`src/rtl/multi_start_bit_det_pkg.sv`:
```
`default_nettype none
// ============================================================================
// Module      : multi_start_bit_det_pkg
// Description : Shared state encoding and counter sizing for the start-bit
//               detector.
// Revision    : 1.0 - initial release
// ============================================================================
package multi_start_bit_det_pkg;

    typedef enum logic [1:0] {
        IDLE      = 2'd0,
        QUAL      = 2'd1,
        BUSY      = 2'd2,
        WAIT_HIGH = 2'd3
    } state_e;

    // Wide enough to hold FILTER_LEN; never narrower than one bit.
    function automatic int cnt_width(input int filter_len);
        int w;
        w = $clog2(filter_len + 1);
        return (w < 1) ? 1 : w;
    endfunction

endpackage : multi_start_bit_det_pkg
`default_nettype wire

```
`src/rtl/start_bit_det_ch.sv`:
```
`default_nettype none
// ============================================================================
// Module      : start_bit_det_ch
// Description : One channel: synchroniser chain, low-width qualifier and
//               lockout state machine with registered pulse outputs.
// Revision    : 1.0 - initial release
// ============================================================================
module start_bit_det_ch
    import multi_start_bit_det_pkg::*;
#(
    parameter int SYNC_STAGES = 2,
    parameter int FILTER_LEN  = 1
) (
    input  logic clk,
    input  logic rst,
    input  logic i_serial,
    input  logic i_en,
    input  logic i_packet_done,
    output logic o_start,
    output logic o_false_start,
    output logic o_busy
);

    localparam int                 c_CNT_W    = cnt_width(FILTER_LEN);
    localparam logic [c_CNT_W-1:0] c_CNT_ONE  = c_CNT_W'(1);
    localparam logic [c_CNT_W-1:0] c_CNT_LAST = c_CNT_W'(FILTER_LEN - 1);

    logic [SYNC_STAGES-1:0] r_sync;
    logic                   w_s;
    state_e                 r_state;
    logic [c_CNT_W-1:0]     r_cnt;
    logic                   r_start;
    logic                   r_false_start;
    logic                   r_busy;

    // Idle level is high, so the chain resets to 1 and never fakes an edge.
    always_ff @(posedge clk) begin
        if (rst) begin
            r_sync <= '1;
        end else begin
            r_sync <= {r_sync[SYNC_STAGES-2:0], i_serial};
        end
    end

    assign w_s = r_sync[SYNC_STAGES-1];

    always_ff @(posedge clk) begin
        if (rst) begin
            r_state       <= IDLE;
            r_cnt         <= '0;
            r_start       <= 1'b0;
            r_false_start <= 1'b0;
            r_busy        <= 1'b0;
        end else begin
            r_start       <= 1'b0;
            r_false_start <= 1'b0;
            if (!i_en) begin
                r_state <= WAIT_HIGH;
                r_cnt   <= '0;
                r_busy  <= 1'b0;
            end else begin
                case (r_state)
                    IDLE: begin
                        if (!w_s) begin
                            if (FILTER_LEN == 1) begin
                                r_start <= 1'b1;
                                r_busy  <= 1'b1;
                                r_state <= BUSY;
                            end else begin
                                r_cnt   <= c_CNT_ONE;
                                r_state <= QUAL;
                            end
                        end
                    end
                    QUAL: begin
                        if (w_s) begin
                            r_false_start <= 1'b1;
                            r_cnt         <= '0;
                            r_state       <= IDLE;
                        end else if (r_cnt == c_CNT_LAST) begin
                            r_start <= 1'b1;
                            r_busy  <= 1'b1;
                            r_cnt   <= '0;
                            r_state <= BUSY;
                        end else begin
                            r_cnt <= r_cnt + c_CNT_ONE;
                        end
                    end
                    BUSY: begin
                        if (i_packet_done) begin
                            r_busy  <= 1'b0;
                            r_state <= w_s ? IDLE : WAIT_HIGH;
                        end
                    end
                    WAIT_HIGH: begin
                        // A break or stuck-low line must return high before re-arming.
                        if (w_s) begin
                            r_state <= IDLE;
                        end
                    end
                    default: begin
                        r_state <= IDLE;
                        r_cnt   <= '0;
                        r_busy  <= 1'b0;
                    end
                endcase
            end
        end
    end

    assign o_start       = r_start;
    assign o_false_start = r_false_start;
    assign o_busy        = r_busy;

endmodule : start_bit_det_ch
`default_nettype wire

```
`src/rtl/multi_start_bit_det.sv`:
```
`default_nettype none
// ============================================================================
// Module      : multi_start_bit_det
// Description : NUM_CH independent UART start-bit detectors.
// Revision    : 1.0 - initial release
// ============================================================================
module multi_start_bit_det
    import multi_start_bit_det_pkg::*;
#(
    parameter int NUM_CH      = 4,
    parameter int SYNC_STAGES = 2,
    parameter int FILTER_LEN  = 1
) (
    input  logic              clk,
    input  logic              rst,
    input  logic [NUM_CH-1:0] serial_in,
    input  logic [NUM_CH-1:0] en,
    input  logic [NUM_CH-1:0] packet_done,
    output logic [NUM_CH-1:0] new_packet_detected,
    output logic [NUM_CH-1:0] false_start,
    output logic [NUM_CH-1:0] busy
);

    for (genvar g = 0; g < NUM_CH; g++) begin : g_ch
        start_bit_det_ch #(
            .SYNC_STAGES (SYNC_STAGES),
            .FILTER_LEN  (FILTER_LEN)
        ) u_ch (
            .clk           (clk),
            .rst           (rst),
            .i_serial      (serial_in[g]),
            .i_en          (en[g]),
            .i_packet_done (packet_done[g]),
            .o_start       (new_packet_detected[g]),
            .o_false_start (false_start[g]),
            .o_busy        (busy[g])
        );
    end

endmodule : multi_start_bit_det
`default_nettype wire

```
`config.mk`:
```
export PLATFORM = sky130hd
export DESIGN_NAME = multi_start_bit_det
export DESIGN_NICKNAME = d
export VERILOG_FILES = /design/src/rtl/multi_start_bit_det_pkg.sv /design/src/rtl/start_bit_det_ch.sv /design/src/rtl/multi_start_bit_det.sv
export SDC_FILE = /design/constraint.sdc
export NUM_CORES = 1
export LEC_CHECK = 0
export BUFFER_PORTS_ARGS = -buffer_cell sky130_fd_sc_hd__buf_2
export CORE_ASPECT_RATIO = 1.2
export CORE_MARGIN = 2
export CORE_UTILIZATION = 45
export DETAILED_ROUTE_END_ITERATION = 10
export MAX_ROUTING_LAYER = met4
export PLACE_DENSITY = 0.7
export SETUP_SLACK_MARGIN = 0.15
export SLEW_MARGIN = 20
export SYNTH_ARGS = -nofsm -noshare
export SYNTH_HDL_FRONTEND = slang
export SYNTH_SLANG_ARGS = --single-unit
```
`constraint.sdc`:
```
create_clock -name clk -period 2.25 [get_ports clk]
set_clock_uncertainty 0.2 [all_clocks]
set_input_delay 0.1125 -clock clk [delete_from_list [all_inputs] [get_ports clk]]
set_output_delay 0.1125 -clock clk [all_outputs]
set_load 0.005 [all_outputs]
```
==> summary.txt <==
Power
  • Int Power: about 0.75 mW
  • Clock share of power: 35.1%
  • Switching part of the total power: 20.61%
  • Reg power frac: between 50% and 60%
  • Leak: 0.5693 nW
  • Gate power share: between 8 and 9%
  • Max VDD drop: between 0.0004 and 0.0005 V
  • PD cells: 716.2 nW/um2
  • Switch Pwr: roughly 0.19 mW
  • Total power: 0.9409 mW

Clock network
  • CTS root buf: clkbuf_4
  • Clock insertion delay at the later pin of the skew report: 330 ps
  • CTS tree: built
  • Clock-pin slew on the worst setup and hold paths: ~150 ps
  • Post-CTS Setup Inserts: 0
  • CTS H-tree lvls: 1
  • Post-CTS Hold Fix Bufs: 19
  • Clk buf depth: 2
  • Cts bufs inserted: 3
  • Sink Count: 28
  • Post-CTS sizing: 0

Detailed routing
  • Drt wl/cell: approximately 10 um
  • Initial DRC count: 20
  • Routed metal-1 wirelength: between 700 and 800 um
  • Met2 wire len: 780 um
  • Routed wl met3: ~80 um
  • Uppermost layer routed: met4
  • Vias: between 700 and 800
  • DR DRC count: 0
  • Detailed Routing Iterations Pass 1: 4
  • Via-per-instance ratio: 4.530
  • Post-route ant nets: 0
  • Final wirelength: 1655 um

Worst setup path
  • Worst r2r dst: g_ch[2].u_ch.r_state[0]
  • Worst path top cell family by delay: buffers and inverters
  • Crit path capture type: flop
  • Maximum net fanout on the critical path: 2
  • Cell mode on critical path: dlygate4sd3_1
  • Crit start category: input port
  • Crit-path slowest cell: dlygate4sd3_1
  • WP data required: 2330 ps
  • R2r worst-path depth: 4
  • Worst path cell trace: dlygate4sd3_1 -> buf_2 -> nor2_1 -> or3b_1 -> a21oi_2 -> dlygate4sd3_1
  • Max incr delay on CP: 560 ps
  • Worst Path Arrival: 1870 ps
  • Reg2reg setup slack: roughly 480 ps
  • Critical path class: in2reg
  • WP buf/inv: 3
  • Reg2reg start: g_ch[2].u_ch.r_state[0]

Logic synthesis
  • Count leader, synth: dfxtp_1
  • Compound-cell area share of the yosys netlist: 12.08%
  • Commonest cells post-synth: 28 x dfxtp_1, 12 x buf_4
  • Register area share after synthesis: 55.24%
  • Synthesis warning total: 0
  • Post-synthesis xor/xnor area fraction: 0%
  • Share of the synthesized area in the top cell type: 55.24%
  • Post-synthesis cell area: 1015 um2
  • Post-synthesis cell type count: 17
  • Simple-Gate Fraction of Synth Area: between 10% and 20%
  • Prevailing post-synth register cell: dfxtp_1
  • Syn Area/Cell: 9.757 um2
  • Gate Count Post-Synth: 104
  • Largest family of logic cells by synthesized area: simple AND/OR/NAND/NOR gates
  • Number of synthesized flops with an enable pin: 0
  • Largest area contributor in the netlist: dfxtp_1
  • Fraction of synthesis flops using an asynchronous set or reset pin: 0%
  • Flops & latches, synth: 28
  • Post-Syn Nets: 118
  • Adder-cell area share of the yosys netlist: 0%
  • Main area contributors after synthesis: dfxtp_1 55%, buf_4 8.9%, or2_2 4.9%
  • Mux contribution to synthesized area: 0%

Floorplanning
  • Ports: 26
  • Cell Rows: 18
  • Die width: 47.35 um
  • Initial Util: 48.45%
  • Die ar.: 2653 um2
  • Die H: ~56 um
  • Core box area: 2095 um2

GRT
  • First-pass GRT wire length: about 2800 um
  • Initial antenna violation count: 0
  • Pin count of the biggest net entering global routing: 21
  • Vias in the first global route: 712
  • Total gr overflow: 0
  • GRT Overall Usage: between 15 and 20%

Timing
  • Final hold slack: -4.834 ps
  • RSZ-0062 raised after global routing: no
  • Final worst path period need: 1788 ps
  • Hold violation total from the final report: 1
  • FMAX: 559.4 MHz
  • Worst Slack Setup Final: 462.5 ps
  • Max Slew Vio Count: 0
  • Final setup fails: 0
  • Final setup TNS: 0 ps
  • Slew margin rel.: between 70 and 80%
  • Period utilization: 79.45%
  • Worst-Margin Slew: 327.1 ps

Placed design
  • Dpl cells: 145
  • Hpwl dp: 1011 um
  • IO buf count: 25
  • GP Congestion: 0.7641
  • Placement Cell Area: between 1000 and 1500 um2
  • Worst slack at placement: about 1100 ps

Finish
  • Antenna cell count: 0
  • Nets: ~150
  • Final non-filler cell total: 168
  • Fillers: around 190
  • Final instance area: 1314 um2
  • Share of cells above drive strength 1: 29.71%
  • Finished Core Util: between 60% and 70%
  • Area growth from synthesis to layout: 29.47%

Status
  • Failing checks: hold timing
  • Outcome: finished, violations left

Job
  • Number of max-cap violations: 0

Hold path
  • Worst Hold Launch: rst
  • Worst min path class: in2reg
  • End of the worst hold path: g_ch[3].u_ch.r_state[1]
  • Hold Path Depth: 2
-- placed cells by master, fill, tap and decap left out --
cell	count
nor3_1	8
or3b_1	4
o21ai_0	4
bufinv_16	1
clkbuf_4	3
dlygate4sd3_1	19
nor2_1	4
or2_2	8
a21o_1	2
nand2_1	8
inv_1	8
nand2b_1	4
a31oi_1	4
a21oi_1	2
a221oi_1	2
dfxtp_1	28
buf_2	25
a21oi_2	4
-- cell type report --
cell class,instances,area (um2),share of cell area (%)
clock inverters,1,30.03,2.286
repair buffers,44,315.3,24.00
multi-input cells,54,317.8,24.19
flip-flops and latches,28,560.5,42.67
inverters,8,30.03,2.286
well taps,30,37.54,2.857
clock buffers,3,22.52,1.714
-- layer usage --
| layer | global-route usage (%) | vias to the layer above |
|---|---|---|
| li1 | - | 399 |
| met1 | 17.30 | 336 |
| met2 | 23.55 | 21 |
| met3 | 2.922 | 5 |
| met4 | 9.524 | 0 |
| met5 | - | - |
-- registers in the layout, indices dropped and copies added, names as in the netlist --
signal	cells
g_ch.u_ch.r_state	8
g_ch.u_ch.o_busy	4
g_ch.u_ch.o_start	4
g_ch.u_ch.o_false_start	4
g_ch.u_ch.r_sync	8
-- worst max path at each step --
stage / from / to / cells after the start
global placement: g_ch[0].u_ch.r_state[0] / g_ch[0].u_ch.r_state[0] / 3
global route: g_ch[2].u_ch.r_state[0] / g_ch[2].u_ch.r_state[0] / 4
finish: packet_done[2] / g_ch[2].u_ch.r_state[0] / 6
CTS: packet_done[2] / g_ch[2].u_ch.r_state[0] / 6
floorplan: g_ch[0].u_ch.r_state[0] / g_ch[0].u_ch.r_state[0] / 3
detailed placement: g_ch[0].u_ch.r_state[0] / g_ch[0].u_ch.r_state[0] / 3
-- kinds of logic after synthesis --
kind of cell / Yosys count
flip-flops: 28
buffers and inverters: 22
AO/OA/AOI/OAI: 18
AND/OR/NAND/NOR: 36
-- power by group through the flow --
stage | Combinational (mW) | Clock (mW) | Sequential (mW)
after floorplan | 0.0390 | 0 | 0.538
after global placement | 0.0516 | 0 | 0.540
after detailed placement | 0.0532 | 0 | 0.541
after CTS | 0.0800 | 0.336 | 0.530
after global routing | 0.0897 | 0.353 | 0.534
final | 0.0810 | 0.330 | 0.530
(Power assumes the default switching activity.)
